### src/rtl/ps2_host_tx_if.sv
// Command-side and pad-side signals of the PS/2 host transmitter.
// The slave modport is the transmitter; the master modport is its surroundings.
interface ps2_host_tx_if;
  logic [7:0] tx_data;
  logic       tx_valid;
  logic       tx_ready;
  logic       ps2_clk_in;
  logic       ps2_dat_in;
  logic       ps2_clk_oe;
  logic       ps2_dat_oe;
  logic       busy;
  logic       done;
  logic       error;
  logic [2:0] dbg_state;

  // Handshake: a command is taken on the rising clk edge where tx_valid and
  // tx_ready are both 1; tx_valid seen while tx_ready is 0 is dropped, never queued.
  modport slave (
    input  tx_data, tx_valid, ps2_clk_in, ps2_dat_in,
    output tx_ready, ps2_clk_oe, ps2_dat_oe, busy, done, error, dbg_state
  );

  modport master (
    output tx_data, tx_valid, ps2_clk_in, ps2_dat_in,
    input  tx_ready, ps2_clk_oe, ps2_dat_oe, busy, done, error, dbg_state
  );
endinterface

### src/rtl/ps2_host_tx.sv
// PS/2 host-to-device byte transmitter: inhibit, request-to-send, 10-bit shift
// clocked by the device, acknowledge check, and a device-silence timeout.
module ps2_host_tx #(
  parameter int INHIBIT_CYC = 5000,
  parameter int TIMEOUT_CYC = 750000,
  parameter int FILTER_LEN  = 8
) (
  input logic          clk,
  input logic          rst,
  ps2_host_tx_if.slave bus
);
  localparam int FW = $clog2(FILTER_LEN + 1);
  localparam int IW = $clog2(INHIBIT_CYC + 1);

  localparam logic [2:0] S_IDLE    = 3'd0;
  localparam logic [2:0] S_INHIBIT = 3'd1;
  localparam logic [2:0] S_REQ     = 3'd2;
  localparam logic [2:0] S_SHIFT   = 3'd3;
  localparam logic [2:0] S_ACK     = 3'd4;
  localparam logic [2:0] S_WAITREL = 3'd5;

  logic          r_clk_s1, r_clk_s2, r_dat_s1, r_dat_s2;
  logic          r_filt;
  logic [FW-1:0] r_filt_cnt;
  logic [2:0]    r_state;
  logic [IW-1:0] r_inh_cnt;
  logic [19:0]   r_to_cnt;
  logic [3:0]    r_bit_cnt;
  logic [9:0]    r_frame;
  logic          r_dat_oe;

  logic w_fall, w_active, w_timeout, w_accept, w_inh_last;

  always_ff @(posedge clk or negedge rst) begin
    if (!rst) begin
      r_clk_s1 <= 1'b1;
      r_clk_s2 <= 1'b1;
      r_dat_s1 <= 1'b1;
      r_dat_s2 <= 1'b1;
    end else begin
      r_clk_s1 <= bus.ps2_clk_in;
      r_clk_s2 <= r_clk_s1;
      r_dat_s1 <= bus.ps2_dat_in;
      r_dat_s2 <= r_dat_s1;
    end
  end

  // The filtered level flips on the FILTER_LEN-th consecutive differing sample.
  always_ff @(posedge clk or negedge rst) begin
    if (!rst) begin
      r_filt     <= 1'b1;
      r_filt_cnt <= '0;
    end else if (r_clk_s2 == r_filt) begin
      r_filt_cnt <= '0;
    end else if (r_filt_cnt == FW'(FILTER_LEN - 1)) begin
      r_filt     <= r_clk_s2;
      r_filt_cnt <= '0;
    end else begin
      r_filt_cnt <= r_filt_cnt + 1'b1;
    end
  end

  assign w_fall     = r_filt & ~r_clk_s2 & (r_filt_cnt == FW'(FILTER_LEN - 1));
  assign w_active   = (r_state == S_REQ) | (r_state == S_SHIFT) |
                      (r_state == S_ACK) | (r_state == S_WAITREL);
  assign w_timeout  = w_active & (r_to_cnt == 20'(TIMEOUT_CYC));
  assign w_accept   = bus.tx_valid & (r_state == S_IDLE);
  assign w_inh_last = (r_state == S_INHIBIT) & (r_inh_cnt == IW'(INHIBIT_CYC - 1));

  always_ff @(posedge clk or negedge rst) begin
    if (!rst) begin
      r_state   <= S_IDLE;
      r_inh_cnt <= '0;
      r_to_cnt  <= '0;
      r_bit_cnt <= '0;
      r_frame   <= '0;
      r_dat_oe  <= 1'b0;
    end else begin
      case (r_state)
        S_IDLE: begin
          if (w_accept) begin
            // Frame bits in wire order after the start bit: data LSB first, odd parity, stop.
            r_frame   <= {1'b1, ~^bus.tx_data, bus.tx_data};
            r_bit_cnt <= '0;
            r_inh_cnt <= '0;
            r_dat_oe  <= 1'b0;
            r_state   <= S_INHIBIT;
          end
        end
        S_INHIBIT: begin
          if (w_inh_last) begin
            r_to_cnt <= '0;
            r_state  <= S_REQ;
          end else begin
            r_inh_cnt <= r_inh_cnt + 1'b1;
          end
        end
        S_REQ, S_SHIFT, S_ACK, S_WAITREL: begin
          if (w_timeout) begin
            r_dat_oe <= 1'b0;
            r_state  <= S_IDLE;
          end else begin
            r_to_cnt <= w_fall ? 20'd0 : r_to_cnt + 20'd1;
            if (r_state == S_REQ || r_state == S_SHIFT) begin
              if (w_fall) begin
                r_dat_oe  <= ~r_frame[r_bit_cnt];
                r_bit_cnt <= r_bit_cnt + 4'd1;
                r_state   <= (r_bit_cnt == 4'd9) ? S_ACK : S_SHIFT;
              end
            end else if (r_state == S_ACK) begin
              if (w_fall) r_state <= r_dat_s2 ? S_IDLE : S_WAITREL;
            end else if (r_filt & r_dat_s2) begin
              r_state <= S_IDLE;
            end
          end
        end
        default: r_state <= S_IDLE;
      endcase
    end
  end

  assign bus.tx_ready   = (r_state == S_IDLE);
  assign bus.busy       = ~bus.tx_ready;
  assign bus.ps2_clk_oe = (r_state == S_INHIBIT);
  assign bus.ps2_dat_oe = w_inh_last |
                          (~w_timeout & ((r_state == S_REQ) |
                          (((r_state == S_SHIFT) | (r_state == S_ACK)) & r_dat_oe)));
  assign bus.done       = (r_state == S_WAITREL) & r_filt & r_dat_s2 & ~w_timeout;
  assign bus.error      = w_timeout | ((r_state == S_ACK) & w_fall & r_dat_s2);
  assign bus.dbg_state  = r_state;
endmodule

### src/flat_wrapper.sv
// flat-port wrapper written by rule: the top's interface ports become plain ports
module ps2_host_tx_flat 
#(
  parameter int INHIBIT_CYC = 5000,
  parameter int TIMEOUT_CYC = 750000,
  parameter int FILTER_LEN  = 8
)
  (clk, rst, bus_tx_data, bus_tx_valid, bus_ps2_clk_in, bus_ps2_dat_in, bus_tx_ready, bus_ps2_clk_oe, bus_ps2_dat_oe, bus_busy, bus_done, bus_error, bus_dbg_state);
  ps2_host_tx_if bus_i ();
  input logic clk;
  input logic rst;
  input wire logic [$bits(bus_i.tx_data)-1:0] bus_tx_data;
  input wire logic [$bits(bus_i.tx_valid)-1:0] bus_tx_valid;
  input wire logic [$bits(bus_i.ps2_clk_in)-1:0] bus_ps2_clk_in;
  input wire logic [$bits(bus_i.ps2_dat_in)-1:0] bus_ps2_dat_in;
  output wire logic [$bits(bus_i.tx_ready)-1:0] bus_tx_ready;
  output wire logic [$bits(bus_i.ps2_clk_oe)-1:0] bus_ps2_clk_oe;
  output wire logic [$bits(bus_i.ps2_dat_oe)-1:0] bus_ps2_dat_oe;
  output wire logic [$bits(bus_i.busy)-1:0] bus_busy;
  output wire logic [$bits(bus_i.done)-1:0] bus_done;
  output wire logic [$bits(bus_i.error)-1:0] bus_error;
  output wire logic [$bits(bus_i.dbg_state)-1:0] bus_dbg_state;
  assign bus_i.tx_data = bus_tx_data;
  assign bus_i.tx_valid = bus_tx_valid;
  assign bus_i.ps2_clk_in = bus_ps2_clk_in;
  assign bus_i.ps2_dat_in = bus_ps2_dat_in;
  assign bus_tx_ready = bus_i.tx_ready;
  assign bus_ps2_clk_oe = bus_i.ps2_clk_oe;
  assign bus_ps2_dat_oe = bus_i.ps2_dat_oe;
  assign bus_busy = bus_i.busy;
  assign bus_done = bus_i.done;
  assign bus_error = bus_i.error;
  assign bus_dbg_state = bus_i.dbg_state;
  ps2_host_tx #(.INHIBIT_CYC(INHIBIT_CYC), .TIMEOUT_CYC(TIMEOUT_CYC), .FILTER_LEN(FILTER_LEN)) u_core (.clk(clk), .rst(rst), .bus(bus_i));
endmodule
### config.mk
export PLATFORM = sky130hd
export DESIGN_NAME = ps2_host_tx_flat
export DESIGN_NICKNAME = d
export VERILOG_FILES = /design/src/rtl/ps2_host_tx_if.sv /design/src/rtl/ps2_host_tx.sv /design/src/flat_wrapper.sv
export SDC_FILE = /design/constraint.sdc
export NUM_CORES = 1
export LEC_CHECK = 0
export ABC_AREA = 1
export ABC_CLOCK_PERIOD_IN_PS = 2200
export CORE_MARGIN = 10
export CORE_UTILIZATION = 62
export CTS_BUF_LIST = sky130_fd_sc_hd__clkbuf_8
export CTS_CLUSTER_DIAMETER = 50
export DETAILED_ROUTE_END_ITERATION = 8
export GPL_ROUTABILITY_DRIVEN = 0
export PLACE_DENSITY = 0.86
export SLEW_MARGIN = 5
export SYNTH_ARGS = -nofsm -noshare
export SYNTH_HDL_FRONTEND = slang
export SYNTH_SLANG_ARGS = --single-unit
export TNS_END_PERCENT = 30
### constraint.sdc
create_clock -name clk -period 2.2 [get_ports clk]
set_input_delay 0.44 -clock clk [delete_from_list [all_inputs] [get_ports clk]]
set_output_delay 0.44 -clock clk [all_outputs]
set_load 0.02 [all_outputs]
### Word level (Yosys, flattened, before mapping)

Cells that the tools add are included.
W data, S select, Z words.

| cells by class | value |
|---|---|
| add/sub/neg operators | 4 |
| order comparisons | 1 |
| equal/unequal tests | 21 |
| muxes and demuxes | 32 |
| bitwise operators | 25 |
| reductions and logical operators | 14 |

Operators by type and width:

| cell | count |
|---|---|
| $mux W20 | 3 |
| $pmux W20 S2 | 1 |
| $mux W3 | 10 |
| $mux W13 | 2 |
| $pmux W13 S2 | 1 |
| $mux W4 | 6 |
| $add A20 B1 Y20 const B | 1 |
| $eq A20 B20 Y1 const B | 1 |
| $add A13 B1 Y13 const B | 1 |
| $and A1 B1 Y1 | 13 |
| $eq A13 B13 Y1 const B | 1 |
| $reduce_and A5 Y1 | 2 |
| $pmux W3 S3 | 1 |
| $add A4 B1 Y4 const B | 2 |
| $ne A4 B2 Y1 const B | 2 |
| $pmux W4 S2 | 1 |
| $reduce_xnor A8 Y1 | 1 |
| $or A1 B1 Y1 | 7 |
| $eq A3 B2 Y1 const B | 2 |
| $eq A3 B3 Y1 const B | 2 |
| $ne A2 B1 Y1 const B | 3 |
| $ne A2 B2 Y1 const B | 3 |
| $ne A3 B1 Y1 const B | 2 |
| $reduce_and A3 Y1 | 2 |
| other kinds (16) | 27 |

| storage, ports and cells | value |
|---|---|
| register bits | 60 |
| input port bits | 13 |
| output and inout bits | 9 |
| logic and storage cells | 109 |

### Logic depth before layout (Yosys ltp)

Gate-level depths: netlist of run 1.

| depth | value |
|---|---|
| depth after elaboration | 8 |
| mapped depth | 12 |

### Least setup slack after synthesis of run 1

No wires, ideal clock.

| path | value |
|---|---|
| path kind | register -> output |
| start | register u_core.r_state[1], in the netlist u_core.bus.dbg_state[1] |
| end | output port bus_ps2_dat_oe |
| arrival time | 1.505 ns |
| required time | 1.760 ns |
| setup slack | 0.255 ns |
| cell stages (with the launch flop) | 10 |
| buffers on the path | 1 |
| cell sequence | dfrtp_1 -> inv_2 -> nand2_2 -> nand2_2 -> inv_2 -> nor2_4 -> nand3_4 -> buf_6 -> inv_1 -> o22ai_1 |

| between the ends | value |
|---|---|
| cells in the longest elaborated chain, start to end | 8 |
| elaborated cells on any way between the ends | 16 |

Ends and longest elaborated chain:

| what | line | text |
|---|---|---|
| start, declared | ps2_host_tx.sv:25 | `logic [2:0] r_state;` |
| start signal, assigned | ps2_host_tx.sv:108 | `r_state <= (r_bit_cnt == 4'd9) ? S_ACK : S_SHIFT;` |
| start signal, assigned | ps2_host_tx.sv:111 | `if (w_fall) r_state <= r_dat_s2 ? S_IDLE : S_WAITREL;` |
| $eq A3 B2 Y1, on equally long branches | ps2_host_tx.sv:64, ps2_host_tx.sv:126, ps2_host_tx.sv:127 |  |
| $or A1 B1 Y1 (2 in a row) | ps2_host_tx.sv:64 | `assign w_active = (r_state == S_REQ) \| (r_state == S_SHIFT) \|` |
| $or A1 B1 Y1 | ps2_host_tx.sv:65 | `(r_state == S_ACK) \| (r_state == S_WAITREL);` |
| $and A1 B1 Y1 | ps2_host_tx.sv:66 | `assign w_timeout = w_active & (r_to_cnt == 20'(TIMEOUT_CYC));` |
| $not A1 Y1 | ps2_host_tx.sv:126 | `(~w_timeout & ((r_state == S_REQ) \|` |
| $and A1 B1 Y1 | ps2_host_tx.sv:126 |  |
| $or A1 B1 Y1 * | ps2_host_tx.sv:125 | `assign bus.ps2_dat_oe = w_inh_last \|` |
| end, declared | flat_wrapper.sv:18 | `output wire logic [$bits(bus_i.ps2_dat_oe)-1:0] bus_ps2_dat_oe;` |

Mark *: on every way between the ends. The rest lies on a longest branch, timed or not.

### Final worst setup path of run 1

| path | value |
|---|---|
| start | register u_core.r_to_cnt[1] |
| end | output port bus_done |

| between the ends | value |
|---|---|
| cells in the longest elaborated chain, start to end | 4 |

Ends and longest elaborated chain:

| what | line | text |
|---|---|---|
| start, declared | ps2_host_tx.sv:27 | `logic [19:0] r_to_cnt;` |
| start signal, assigned | ps2_host_tx.sv:103 | `r_to_cnt <= w_fall ? 20'd0 : r_to_cnt + 20'd1;` |
| $eq A20 B20 Y1 | ps2_host_tx.sv:66 |  |
| $and A1 B1 Y1 | ps2_host_tx.sv:66 |  |
| $not A1 Y1 | ps2_host_tx.sv:128 | `assign bus.done = (r_state == S_WAITREL) & r_filt & r_dat_s2 & ~w_timeout;` |
| $and A1 B1 Y1 | ps2_host_tx.sv:128 |  |
| end, declared | flat_wrapper.sv:20 | `output wire logic [$bits(bus_i.done)-1:0] bus_done;` |

No other way between the ends.

==> reports/results.txt, run 1 <==
critical setup path kind: register to output port
Yosys warnings: 0
HPWL Detailed: 6870 um
Via density: 5.69
Max Freq: 462 MHz
met2 GRT Util: 34.2%
register area share after synthesis: 40.5%
CTS sink cnt: 60
P_sw: 1.92 mW
synthesized cell area: 0.00372 mm^2
gr busiest metal: met2
RSZ-0062 raised after global routing: true
Mapped Cells: 513
outcome: finished, final reports clean
area occupied by multi-input gates: 0.00191 mm^2
final worst path period share: 98.4%
CTS Root Cell: clkbuf_8
EDFF count, synth: 0
Switching Fraction: 40.3%
Pwr per Cell Area: 1070 mW/mm^2
Reg-to-Reg Start: u_core.r_filt_cnt[0]
end of the worst register-to-register path: u_core.r_bit_cnt[0]
Hold WC Path Type: input pin to async pin
Hold Buf Count CTS: 0
post-layout worst setup margin: 36.2 ps
Final ANT Viol Nets: 0
# H-tree levels: 3
First-pass DRT Iterations: 5
Worst Path Arrival: 1720 ps
worst skew pair latency: 350 ps
Logic pwr share: 41.2%
diodes inserted: 0
Clock Skew: 10.6 ps
Final Hold Viols: 0
die height: 97.4 um
CP Capture Type: output port
GRT Util Overall: 20.4%
internal reg-to-reg setup slack: 250 ps
Syn Area/Cell: 7.25 um^2
Core Rows: 28
Rel. slew slack: 70.6%
# IOs: 22
total grt overflow: 0
final net count: 586
layout overhead on the synthesized area: 19.4%
clk slew on worst S/H paths: 70 ps
Unique masters post-synth: 34
DR iter-0 viols: 316
residual DRC count: 0
core box area: 0.00589 mm^2
full die area: 0.00950 mm^2
routed wire length: 9690 um
Vias: 3678
Post-CTS Setup Repair Bufs: 0
Reg power frac: 32.6%
register area: 0.00151 mm^2
VDD IR max: 0.757 mV
GRT met1 Usage: 23.7%
Setup crit start kind: register
Static Leak: 2.14 nW
largest net degree at the start of global routing: 34
# setup viols final: 0
Max Root-Sink Buffers: 2
PortBufs: 21
number of global-route vias before repair: 3684
CTS tree: yes
pre-CTS setup slack: 9.35 ps
max-slew violations: 0
Final Critical Period: 2160 ps
M3 GR Usage: 4.13%
Post-Syn Nets: 533
Worst Tran Pin Value: 440 ps
share of layout cells above drive strength 1: 15.9%
fin util: 75.5%
R2R depth: 9
Main synth FF type: dfrtp_1
worst-path maximum fanout: 4
total CTS buffers: 9
proportion of power drawn by the clock network: 26.2%
drt wl/cell: 15.0 um
first-pass GRT wire length: 16500 um
Internal: 2.84 mW
Required @ worst endpoint: 1760 ps
FILL cells: 407
Max Cap Viol: 0
Initial Util: 63.2%
Die Wd: 97.4 um
Post-synth ARST share: 100%
Synth Register Bits: 60
initial antenna violation count: 0
-- how the worst max path moves through the flow --
stage | slack, ps | depth (start not counted) | to | startpoint
floorplan | 250 | 9 | bus_ps2_dat_oe | u_core.bus.dbg_state[1]
global placement | 80 | 8 | bus_ps2_dat_oe | u_core.r_to_cnt[1]
detailed placement | 9 | 8 | bus_error | u_core.r_filt_cnt[0]
CTS | -30 | 8 | bus_error | u_core.r_filt_cnt[0]
global route | -20 | 8 | bus_done | u_core.r_to_cnt[0]
finish | 40 | 8 | bus_done | u_core.r_to_cnt[1]
-- critical path, cell delays in order, from the launching register on --
cell             delay (ps)
dfrtp_1                 400
inv_1                    80
ha_1                    170
nand3_1                  90
nor2_2                  150
nand3_4                 110
nand3_1                  80
nor2_1                   40
clkdlybuf4s15_2         260
-- power by group through the flow --
stage,Clock (mW),Sequential (mW),Combinational (mW)
detailed placement,0,1.55,1.94
global route,1.30,1.57,2.18
CTS,1.25,1.54,1.96
floorplan,0,1.51,1.33
global placement,0,1.54,1.85
finish,1.25,1.55,1.96
-- cells by family after synthesis --
kind of cell | Yosys count | share of synthesized area [%]
simple gates | 290 | 35.2
buf+inv | 74 | 8.28
compound gates | 63 | 9.12
flops | 60 | 40.5
xor+xnor | 19 | 4.48
fa+ha+maj | 7 | 2.36
-- flip-flops by register name (all words and copies together), names as in the netlist --
name                  count
u_core.bus.dbg_state      3
u_core.r_bit_cnt          4
u_core.r_clk_s1           1
u_core.r_clk_s2           1
u_core.r_dat_oe           1
u_core.r_dat_s1           1
u_core.r_dat_s2           1
u_core.r_filt             1
u_core.r_filt_cnt         4
u_core.r_frame           10
u_core.r_inh_cnt         13
u_core.r_to_cnt          20
-- cells in the mapped netlist, drive strengths merged, types with 5 or more instances --
library cell | n | area, um^2
nand2 | 155 | 604
inv | 61 | 229
nor2 | 59 | 239
dfrtp | 55 | 1380
nand3 | 39 | 243
o21ai | 38 | 194
nand4 | 22 | 138
a21oi | 14 | 70.1
xor2 | 14 | 123
buf | 10 | 67.6
nor3 | 10 | 50.1
ha | 7 | 87.6
dfstp | 5 | 131
xnor2 | 5 | 43.8
-- cell type report --
type                       count  area share, %
timing repair buffer          55           10.2
clock inverter                 5           2.23
sequential                    60           34.0
inverter                      61           5.15
tap                           75           2.11
clock buffer                  11           3.41
multi-input combinational    379           43.0
-- what timing repair did --
action / in CTS / in global routing
pin swaps: 0 / 0
gates resized for setup: 13 / 6
setup endpoints to repair: 6 / 4
-- per-stage QoR --
step	hold slack [ps]	std cells	setup TNS (ps)	power (mW)	area (um^2)
5_1_grt	148	646	-15.5	5.05	4440
6_report	107	646	0	4.76	4440
3_3_place_gp	346	630	0	3.39	4190
3_5_place_dp	350	630	0	3.50	4190
2_1_floorplan	144	513	0	2.84	3720
4_1_cts	126	646	-27.3	4.74	4440
-- per-layer routing --
metal	vias to the layer above	share of wire, %
met5	-	0
met2	162	50
met3	42	6.6
met4	0	3.5
li1	1760	-
met1	1714	40
-- cells in the final DEF (no fill, tap or decap), types with 4 or more instances in the layout --
| cell | n |
|---|---|
| a21oi_1 | 14 |
| buf_4 | 34 |
| clkbuf_8 | 11 |
| clkdlybuf4s50_1 | 14 |
| dfrtp_1 | 54 |
| dfstp_2 | 5 |
| ha_1 | 6 |
| inv_1 | 55 |
| inv_2 | 7 |
| nand2_1 | 148 |
| nand2_2 | 6 |
| nand3_1 | 34 |
| nand4_1 | 22 |
| nor2_1 | 53 |
| nor2_2 | 5 |
| nor3_1 | 10 |
| o21ai_0 | 20 |
| o21ai_1 | 17 |
| o22ai_1 | 4 |
| or2_2 | 4 |
| xnor2_1 | 5 |
| xor2_1 | 14 |
No activity file was read; power rests on OpenSTA's default activity.
==> run 2, diff against run 1 <==
--- a/config.mk
+++ b/config.mk
@@ -5,15 +5,14 @@
 export SDC_FILE = /design/constraint.sdc
 export NUM_CORES = 1
 export LEC_CHECK = 0
-export ABC_AREA = 1
 export ABC_CLOCK_PERIOD_IN_PS = 2200
 export CORE_MARGIN = 10
-export CORE_UTILIZATION = 62
+export CORE_UTILIZATION = 45
 export CTS_BUF_LIST = sky130_fd_sc_hd__clkbuf_8
 export CTS_CLUSTER_DIAMETER = 50
 export DETAILED_ROUTE_END_ITERATION = 8
 export GPL_ROUTABILITY_DRIVEN = 0
-export PLACE_DENSITY = 0.86
+export PLACE_DENSITY = 0.66
 export SLEW_MARGIN = 5
 export SYNTH_ARGS = -nofsm -noshare
 export SYNTH_HDL_FRONTEND = slang
==> reports/results.txt, run 2 <==
Unique masters post-synth: 59 (was 34)
proportion of power drawn by the clock network: 19.5% (was 26.2%)
Final ANT Viol Nets: 0 (unchanged)
PortBufs: 21 (unchanged)
fin util: 58.8% (was 75.5%)
die height: 106 um (was 97.4 um)
commonest non-fill, non-tap cell in the layout: buf_4 (was nand2_1)
layout overhead on the synthesized area: 27.8% (was 19.4%)
Hold WC Path Type: input pin to async pin (unchanged)
Mapped Cells: 357 (was 513)
Logic pwr share: 45.4% (was 41.2%)
Static Leak: 1.94 nW (was 2.14 nW)
clk slew on worst S/H paths: 70 ps (about the same)
outcome: finished, violations left (was finished, final reports clean)
Post-Syn Nets: 377 (was 533)
diodes inserted: 0 (unchanged)
commonest cells after routing, fill and taps aside: 61 x buf_4, 55 x dfrtp_1, 49 x nand2_1 (was 148 x nand2_1, 55 x inv_1, 54 x dfrtp_1)
largest net degree at the start of global routing: 43 (was 34)
drt wl/cell: 15.0 um (about the same)
Final Hold Viols: 0 (unchanged)
CP cell instances: nor4b_2, buf_4, nand4_1, buf_4, nor2_4, o32a_1, o21ai_2, buf_6 (was inv_1, ha_1, nand3_1, nor2_2, nand3_4, nand3_1, nor2_1, clkdlybuf4s15_2)
Main synth FF type: dfrtp_1 (unchanged)
# IOs: 22 (unchanged)
worst skew pair latency: 340 ps (was 350 ps)
area occupied by multi-input gates: 0.00175 mm^2 (was 0.00191 mm^2)
Post-synth ARST share: 100% (unchanged)
synth top area cells: dfrtp_1 41%, nand2_1 5.7%, xnor2_1 4.7% (was dfrtp_1 37%, nand2_1 15%, inv_1 5.5%)
register area share after synthesis: 45.1% (was 40.5%)
residual DRC count: 0 (unchanged)
full die area: 0.0113 mm^2 (was 0.00950 mm^2)
DR iter-0 viols: 131 (was 316)
Reg power frac: 35.1% (was 32.6%)
First-pass DRT Iterations: 4 (was 5)
HPWL Detailed: 6060 um (was 6870 um)
top-count cell post-synth: dfrtp_1 (was nand2_1)
most used cell, CP: buf_4 (was nand3_1)
Crit. Startpoint: u_core.r_to_cnt[11] (was u_core.r_to_cnt[1])
Syn Area/Cell: 9.35 um^2 (was 7.25 um^2)
Max Root-Sink Buffers: 2 (unchanged)
largest registers: u_core.r_to_cnt (20), u_core.r_inh_cnt (13), u_core.r_frame (10) (unchanged)
Final Critical Period: 2360 ps (was 2160 ps)
Worst Tran Pin Value: 519 ps (was 440 ps)
Synth Register Bits: 60 (unchanged)
total chip power: 4.35 mW (was 4.76 mW)
core box area: 0.00725 mm^2 (was 0.00589 mm^2)
final net count: 456 (was 586)
Required @ worst endpoint: 1760 ps (about the same)
Initial Util: 46.0% (was 63.2%)
Max Freq: 423 MHz (was 462 MHz)
Core Rows: 31 (was 28)
worst-path maximum fanout: 2 (was 4)
Yosys warnings: 0 (unchanged)
Setup crit start kind: register (unchanged)
total CTS buffers: 9 (unchanged)
Slowest cell on crit path: dfrtp_1 (unchanged)
register area: 0.00151 mm^2 (about the same)
Max Cap Viol: 0 (unchanged)
Vias: 2958 (was 3678)
CP Capture Type: output port (unchanged)
Reg-to-Reg Start: u_core.r_inh_cnt[5] (was u_core.r_filt_cnt[0])
largest register by flop count: u_core.r_to_cnt (unchanged)
largest delay contributor family on the critical path: simple AND/OR/NAND/NOR gates (unchanged)
share of layout cells above drive strength 1: 24.7% (was 15.9%)
Synth top cells by count: 55 x dfrtp_1, 51 x nand2_1, 31 x nor2_1 (was 148 x nand2_1, 55 x dfrtp_1, 54 x inv_1, 54 x nor2_1, 34 x nand3_1)
Clock Skew: 12.2 ps (was 10.6 ps)
CTS tree: yes (unchanged)
Worst Path Arrival: 1920 ps (was 1720 ps)
Switching Fraction: 39.4% (was 40.3%)
# setup viols final: 3 (was 0)
total grt overflow: 0 (unchanged)
GRT Util Overall: 14.9% (was 20.4%)
top-area cell type share of the netlist area: 41.2% (was 37.0%)
CTS Root Cell: clkbuf_8 (unchanged)
Yosys top cell by area: dfrtp_1 (unchanged)
Via density: 5.48 (was 5.69)
RSZ-0062 raised after global routing: true (unchanged)
TNS Setup: -375 ps (was 0 ps)
VDD IR max: 0.825 mV (was 0.757 mV)
post-layout worst setup margin: -162 ps (was 36.2 ps)
critical setup path kind: register to output port (unchanged)
CTS sink cnt: 60 (unchanged)
crit path buf inv count: 3 (was 2)
number of global-route vias before repair: 2903 (was 3684)
Internal: 2.64 mW (was 2.84 mW)
Hold Buf Count CTS: 0 (unchanged)
final worst path period share: 107% (was 98.4%)
routed wire length: 8110 um (was 9690 um)
FILL cells: 640 (was 407)
Pwr per Cell Area: 1020 mW/mm^2 (was 1070 mW/mm^2)
synthesized cell area: 0.00334 mm^2 (was 0.00372 mm^2)
first-pass GRT wire length: 13800 um (was 16500 um)
max-slew violations: 0 (unchanged)
initial antenna violation count: 0 (unchanged)
P_sw: 1.71 mW (was 1.92 mW)
CP max stage delay: 390 ps (was 400 ps)
Die Wd: 106 um (was 97.4 um)
# H-tree levels: 3 (unchanged)
failing checks: negative setup slack
EDFF count, synth: 0 (unchanged)
max FFs per register: 20 (unchanged)
Rel. slew slack: 64.5% (was 70.6%)
-- run 2: path summary, 6_finish.rpt --
kind	end	slack [ps]	cells after the start
setup / recovery	bus_ps2_dat_oe	-160	8
hold / removal	u_core.r_inh_cnt[6]	30	1
setup reg to reg	u_core.r_to_cnt[8]	110	6
hold reg to reg	u_core.r_dat_s2	360	0
max in group asynchronous	u_core.r_filt	1530	2
min in group clk	u_core.r_dat_s2	360	0
-- run 2: per-stage QoR --
step	hold slack [ps]	instance area (um^2)	cells	setup WS, ps
CTS	38.3	4240	539	-174
finish	34.4	4270	540	-162
global placement	347	4070	523	-310
global route	64.7	4270	540	-283
detailed placement	348	4070	523	-320
floorplan	144	3340	357	11.1
-- run 2: cells by family after synthesis --
family	Yosys count	share of synthesized area [%]
AOI/OAI and AO/OA	55	11.1
xor gates and xnor gates	24	6.29
adders and majority gates	7	2.62
buffers and inverters	29	3.90
DFF	60	45.1
muxes	10	3.86
and+or+nand+nor	172	27.1
-- run 2: area by class of cell --
type                            instances  share of cell area [%]
Clock buffer                           10                    3.22
Clock inverter                          6                   0.616
Inverter                               14                    1.23
Multi-Input combinational cell        268                    41.0
Sequential cell                        60                    35.3
Tap cell                               99                    2.90
Timing Repair Buffer                   83                    15.7
-- run 2: power groups by stage --
stage                     sequential [mW]  combinational, mW  clock (mW)
after global placement               1.53               1.94           0
final                                1.53               1.97       0.849
after CTS                            1.52               1.97       0.869
after global routing                 1.56               2.18       0.924
after floorplan                      1.55               1.14           0
after detailed placement             1.54               1.97           0
-- run 2: repair_timing --
action | in CTS | in global routing
setup buffers | 0 | 1
resized for setup | 27 | 12
endpoints found under the setup margin | 6 | 9
pin swaps | 4 | 5
-- run 2: layer usage --
metal | routed length, um | global-route usage, %
met4 | 128 | 5.32
met3 | 327 | 3.93
met1 | 3700 | 19.6
met5 | 0 | 0
met2 | 3950 | 23.1
-- run 2: worst register-to-register path: stages (launching register included) --
cell	delay [ps]
dfrtp_1	410
nor4_4	320
nand3_2	150
buf_6	180
and2_2	230
or3_4	390
a211o_1	300
